File: src/rtl/y86_pkg.sv
// Shared Y86-64 definitions: instruction codes, the "no register" marker and
// the legal ifun ranges for ALU and condition-code instructions.
package y86_pkg;

  typedef enum logic [3:0] {
    IHALT   = 4'h0,
    INOP    = 4'h1,
    IRRMOVQ = 4'h2,  // also CMOVXX
    IIRMOVQ = 4'h3,
    IRMMOVQ = 4'h4,
    IMRMOVQ = 4'h5,
    IOPQ    = 4'h6,
    IJXX    = 4'h7,
    ICALL   = 4'h8,
    IRET    = 4'h9,
    IPUSHQ  = 4'hA,
    IPOPQ   = 4'hB
  } icode_e;

  localparam logic [3:0] RNONE = 4'hF;

  // OPq uses ifun 0..3 (add, sub, and, xor).
  localparam logic [3:0] ALU_FUN_MAX  = 4'd3;
  // CMOVXX / JXX use ifun 0..6 (always, le, l, e, ne, ge, g).
  localparam logic [3:0] COND_FUN_MAX = 4'd6;

endpackage

File: src/rtl/fetch_len_decode.sv
// Combinational instruction-format decode.
//   icode, ifun  : upper / lower nibble of instruction byte 0
//   need_regids  : instruction carries a register-specifier byte
//   need_valc    : instruction carries an 8-byte constant
//   length       : instruction length in bytes (1 for an invalid encoding)
//   valid        : icode/ifun combination is legal
// need_regids/need_valc depend on icode only, so field extraction stays
// independent of the validity check.
module fetch_len_decode
  import y86_pkg::*;
(
  input  logic [3:0] icode,
  input  logic [3:0] ifun,
  output logic       need_regids,
  output logic       need_valc,
  output logic [3:0] length,
  output logic       valid
);

  always_comb begin
    need_regids = 1'b0;
    need_valc   = 1'b0;
    valid       = 1'b0;
    case (icode_e'(icode))
      IHALT, INOP, IRET: valid = (ifun == 4'd0);
      IRRMOVQ: begin
        need_regids = 1'b1;
        valid       = (ifun <= COND_FUN_MAX);
      end
      IIRMOVQ, IRMMOVQ, IMRMOVQ: begin
        need_regids = 1'b1;
        need_valc   = 1'b1;
        valid       = (ifun == 4'd0);
      end
      IOPQ: begin
        need_regids = 1'b1;
        valid       = (ifun <= ALU_FUN_MAX);
      end
      IJXX: begin
        need_valc = 1'b1;
        valid     = (ifun <= COND_FUN_MAX);
      end
      ICALL: begin
        need_valc = 1'b1;
        valid     = (ifun == 4'd0);
      end
      IPUSHQ, IPOPQ: begin
        need_regids = 1'b1;
        valid       = (ifun == 4'd0);
      end
      default: ;
    endcase
  end

  always_comb begin
    if (valid)
      length = 4'd1 + {3'd0, need_regids} + (need_valc ? 4'd8 : 4'd0);
    else
      length = 4'd1;
  end

endmodule

File: src/rtl/fetch.sv
// SEQ Y86-64 fetch stage. Splits a 10-byte instruction window into its
// fields, computes the fall-through PC and status flags, all registered.
//   clk, rst_n     : clock, synchronous active-low reset
//   PC             : address of the current instruction
//   instr[0:79]    : instruction bytes at PC, byte k = instr[8k:8k+7]
//   icode, ifun    : byte 0 nibbles
//   ra, rb         : register specifiers (RNONE if no register byte)
//   valC           : little-endian constant (0 if none)
//   valP           : PC + instruction length (PC+1 if invalid), wraps
//   imem_error     : PC outside instruction memory
//   instr_invalid  : illegal icode/ifun combination
//   HLT            : valid halt fetched from a legal address
module fetch
  import y86_pkg::*;
#(
  parameter int unsigned IMEM_SIZE = 1024
) (
  input  logic        clk,
  input  logic        rst_n,
  input  logic [63:0] PC,
  input  logic [0:79] instr,
  output logic [3:0]  icode,
  output logic [3:0]  ifun,
  output logic [3:0]  ra,
  output logic [3:0]  rb,
  output logic [63:0] valC,
  output logic [63:0] valP,
  output logic        imem_error,
  output logic        instr_invalid,
  output logic        HLT
);

  logic [3:0]  icode_d, ifun_d, ra_d, rb_d, length;
  logic [63:0] valc_d;
  logic        need_regids, need_valc, valid, imem_err_d;

  assign icode_d = instr[0:3];
  assign ifun_d  = instr[4:7];

  fetch_len_decode u_len (
    .icode       (icode_d),
    .ifun        (ifun_d),
    .need_regids (need_regids),
    .need_valc   (need_valc),
    .length      (length),
    .valid       (valid)
  );

  assign ra_d       = need_regids ? instr[8:11]  : RNONE;
  assign rb_d       = need_regids ? instr[12:15] : RNONE;
  assign imem_err_d = (PC >= 64'(IMEM_SIZE));

  // The constant starts right after the register byte when there is one,
  // otherwise right after byte 0; bytes are assembled little-endian.
  always_comb begin
    valc_d = '0;
    if (need_valc) begin
      for (int unsigned k = 0; k < 8; k++) begin
        if (need_regids)
          valc_d[8*k +: 8] = instr[8*(k+2) +: 8];
        else
          valc_d[8*k +: 8] = instr[8*(k+1) +: 8];
      end
    end
  end

  always_ff @(posedge clk) begin
    if (!rst_n) begin
      icode         <= '0;
      ifun          <= '0;
      ra            <= RNONE;
      rb            <= RNONE;
      valC          <= '0;
      valP          <= '0;
      imem_error    <= 1'b0;
      instr_invalid <= 1'b0;
      HLT           <= 1'b0;
    end else begin
      icode         <= icode_d;
      ifun          <= ifun_d;
      ra            <= ra_d;
      rb            <= rb_d;
      valC          <= valc_d;
      valP          <= PC + 64'(length);
      imem_error    <= imem_err_d;
      instr_invalid <= ~valid;
      HLT           <= (icode_d == IHALT) && valid && !imem_err_d;
    end
  end

endmodule

File: config.mk
export PLATFORM = sky130hd
export DESIGN_NAME = fetch
export DESIGN_NICKNAME = d
export VERILOG_FILES = /design/src/rtl/y86_pkg.sv /design/src/rtl/fetch_len_decode.sv /design/src/rtl/fetch.sv
export SDC_FILE = /design/constraint.sdc
export NUM_CORES = 1
export LEC_CHECK = 0
export ABC_CLOCK_PERIOD_IN_PS = 8700
export CORE_MARGIN = 4
export CORE_UTILIZATION = 35
export CTS_CLUSTER_SIZE = 10
export DETAILED_ROUTE_END_ITERATION = 10
export HOLD_SLACK_MARGIN = 0.15
export PLACE_DENSITY = 0.69
export REMOVE_ABC_BUFFERS = 1
export SYNTH_ARGS = -nofsm -noshare
export SYNTH_HDL_FRONTEND = slang
export SYNTH_SLANG_ARGS = --single-unit
File: constraint.sdc
create_clock -name clk -period 8.7 [get_ports clk]
set_clock_uncertainty 0.15 [all_clocks]
set_input_delay 1.305 -clock clk [delete_from_list [all_inputs] [get_ports clk]]
set_output_delay 1.305 -clock clk [all_outputs]
set_load 0.02 [all_outputs]
==> results.txt <==
Detailed placer's ending HPWL - 15,300 um
Syn Inst Count - 730
Hold slack - 1.28 ns
Buffers inserted during post-CTS setup optimization - 0
Clock transition at the registers of the reported paths - 0.07 ns
Core area - 16,700 um^2
1st-pass router iterations - 5
Vias/cell - 5.07
Aggregate negative setup slack - 0 ns
Number of global-route vias before repair - 6,044
Power per cell area - 184 nW/um^2
Setup ws final - 3.46 ns
Placement row count - 47
TritonCTS clock tree - done
Setup WS pre-CTS - 3.09 ns
Critical path's most frequent cell - sky130_fd_sc_hd__nand4_1
Stages on worst setup path - 13
Synth async-reset ratio - 0
Worst Tran Pin Value - 0.889 ns
Count of unique library cells instantiated by Yosys - 43
Routability cong. - 0.811
Final Slew Violations - 0
Overall die height - 139 um
Count leader, synth - sky130_fd_sc_hd__nand2_1
Area added between synthesis and finish - 61.5%
Multiplexer share of the synthesized area - 0.00686
Fin nets - 1,154
Die area - 19,400 um^2
Critical-path cell with the highest stage delay - sky130_fd_sc_hd__nand4_1
Overall routing resource usage - 0.211
Achievable frequency - 191 MHz
Internal power of the cells - 1.32 mW
First DRT Iteration DRCs - 335
TritonCTS Buffers - 17
Fraction of the mapped netlist area in compound gates - 0.126
Yosys warnings - 0
Number of port buffers - 292
WP data arrival - 5.46 ns
Crit path max fanout - 24
Cell family with most CP delay - simple AND/OR/NAND/NOR gates
Share of Yosys cell area claimed by the top area cell type - 0.489
Most common library cells after synthesis - sky130_fd_sc_hd__nand2_1, sky130_fd_sc_hd__dfxtp_1, sky130_fd_sc_hd__a21oi_1
Part of the total power dissipated in the clock network - 0.435
Leakage power - 3.55 nW
Total non-filler cell area in the finished layout - 9720 um^2
Switch Pwr - 0.467 mW
Worst vdd rail ir drop - 0.135 mV
Largest family of logic cells by synthesized area - simple AND/OR/NAND/NOR gates
Layout cells sized above 1 - 0.0482
Register area - 2940 um^2
Sw Ratio - 0.261
Part of the cycle the worst path needs - 0.603
Crit-path cells - clkdlybuf4s50_1, nor2b_1, o21a_1, o21ai_0, nand4_1, inv_1, fa_1, a31oi_1, buf_4, nor4_1, nand4_1, or4_1, a21oi_1
Maximum capacitance violations - 0
Average wire per cell in the routed design - 16.8 um
Hold path depth - 3
XOR/XNOR Fraction of Synth Area - 0.0437
Setup crit start kind - primary input
Slowest stage delay, CP - 0.78 ns
Finished Layout Cells - 1,237
Worst slew margin - 0.405
Hold-fix buffers, CTS - 0
Cell at the root of the clock tree - sky130_fd_sc_hd__clkbuf_16
Clk sink count - 147
Post-synth top area cell - sky130_fd_sc_hd__dfxtp_1
Largest net degree at the start of global routing - 73
Antenna violations before repair - 0
Sequential cell fraction of total power - 0.400
Longest Clk Path Bufs - 2
CP Class - primary input to flop
Sequential cell area fraction in the yosys report - 0.489
Crit path required time - 8.91 ns
First-pass GRT wire length - 32,900 um
Post-synthesis instance area - 6020 um^2
H-tree depth reported by CTS - 4
Number of routed nets with antenna violations - 0
Number of hold violations in the final report - 0
Count of endpoints failing setup in the final report - 0
Avg Synthesized Cell Area - 8.24 um^2
Combinational group share of total power - 0.165
Worst Hold Class - primary input to flop
Resized Gates After CTS - 0
Fill cell count - 1,567
Instance count after placement with tap cells included - 1,205
Total area of multi-input combinational cells - 2850 um^2
Most instantiated flip-flop cell in the synthesis netlist - sky130_fd_sc_hd__dfxtp_1
Number of flops mapped to enable cells by yosys - 0
Status - completed
Post-route minimum period - 5.24 ns
Die Span X - 139 um
Antenna diode instance count - 0
Grt ovf - 0
Seq cells post-synth - 147
Drc violations - 0
Critical Path End Type - flop
Share of synthesized cell area in full adder, half adder and majority cells - 0.00956
Total Wirelength - 20,800 um
Starting density of the core - 0.360
Unrepaired setup endpoints after global routing - false
Area after detailed placement - 9090 um^2
Simple-gate share of the synthesized area - 0.286
Largest cells by area after synthesis - sky130_fd_sc_hd__dfxtp_1, sky130_fd_sc_hd__nand2_1, sky130_fd_sc_hd__a21oi_1
Io pins - 293
Overall via count from detail_route - 6,272
Count of buffering cells on the critical path with inverters included - 3
cell type report:
cell class | instances | area share
clock buffer | 19 | 0.0466
clock inverter | 13 | 0.0178
inverter | 12 | 0.00464
multi-input combinational | 527 | 0.294
sequential | 147 | 0.303
tap | 220 | 0.0283
timing repair buffer | 299 | 0.306
placed cells by master (no fill, tap or decap), types with 5 or more instances in the layout:
cell type / instances
sky130_fd_sc_hd__nand4_1: 27
sky130_fd_sc_hd__and2_1: 12
sky130_fd_sc_hd__a21oi_1: 96
sky130_fd_sc_hd__inv_1: 11
sky130_fd_sc_hd__or4_1: 14
sky130_fd_sc_hd__buf_4: 7
sky130_fd_sc_hd__nand2_1: 155
sky130_fd_sc_hd__or3_1: 24
sky130_fd_sc_hd__clkdlybuf4s50_1: 292
sky130_fd_sc_hd__nor2_1: 50
sky130_fd_sc_hd__xor2_1: 16
sky130_fd_sc_hd__o21ai_0: 14
sky130_fd_sc_hd__dfxtp_1: 147
sky130_fd_sc_hd__nor3_1: 8
sky130_fd_sc_hd__clkbuf_16: 17
sky130_fd_sc_hd__o41ai_1: 5
sky130_fd_sc_hd__o31ai_1: 13
sky130_fd_sc_hd__xnor2_1: 14
sky130_fd_sc_hd__nor4_1: 23
sky130_fd_sc_hd__nand3_1: 19
registers in the layout, summed over array words and instances, names as in the netlist:
register and flops:
HLT 1, icode 4, ifun 4, imem_error 1, instr_invalid 1, ra 4, rb 4, valC 64
valP 64
stage by stage:
step | util | total power, mW
after global routing | 0.582 | 1.86
after global placement | 0.544 | 1.02
after detailed placement | 0.544 | 1.03
after CTS | 0.582 | 1.81
final | 0.582 | 1.79
after floorplan | - | 0.847
metal layers:
layer / global-route usage / vias up / wire, um
met5: 0 / - / 0
met4: 0.0736 / 0 / 474
met3: 0.0707 / 27 / 1780
met2: 0.340 / 258 / 9800
li1: - / 3099 / -
met1: 0.264 / 2888 / 8780
cell families (layout without fill, tap and decap cells):
logic type | after synthesis | in the layout
XOR/XNOR | 30 | 30
buffers and inverters | 56 | 343
multiplexers | 4 | 4
AND/OR/NAND/NOR | 352 | 352
adder cells (fa/ha/maj) | 4 | 4
AO/OA/AOI/OAI | 137 | 137
flip-flops | 147 | 147
worst paths after layout:
check             slack (ns)  startpoint                   to
setup / recovery        3.46    instr[1]  valP[52]$_SDFF_PN0_
hold / removal          1.28   instr[72]  valC[63]$_SDFF_PN0_
power groups by stage:
stage,logic (mW),registers [mW],clock network (mW)
6_report,0.296,0.715,0.778
5_1_grt,0.319,0.718,0.823
4_1_cts,0.298,0.716,0.792
3_5_place_dp,0.296,0.730,0
3_3_place_gp,0.295,0.730,0
2_1_floorplan,0.0756,0.772,0
tightest hold or removal path: cells and delay by family:
kind	cells	cell delay, ns
AO/OA/AOI/OAI	1	0.05
AND/OR/NAND/NOR	1	0.05
buffers and inverters	1	0.40
Note: power is estimated with default switching activity, not from simulation.
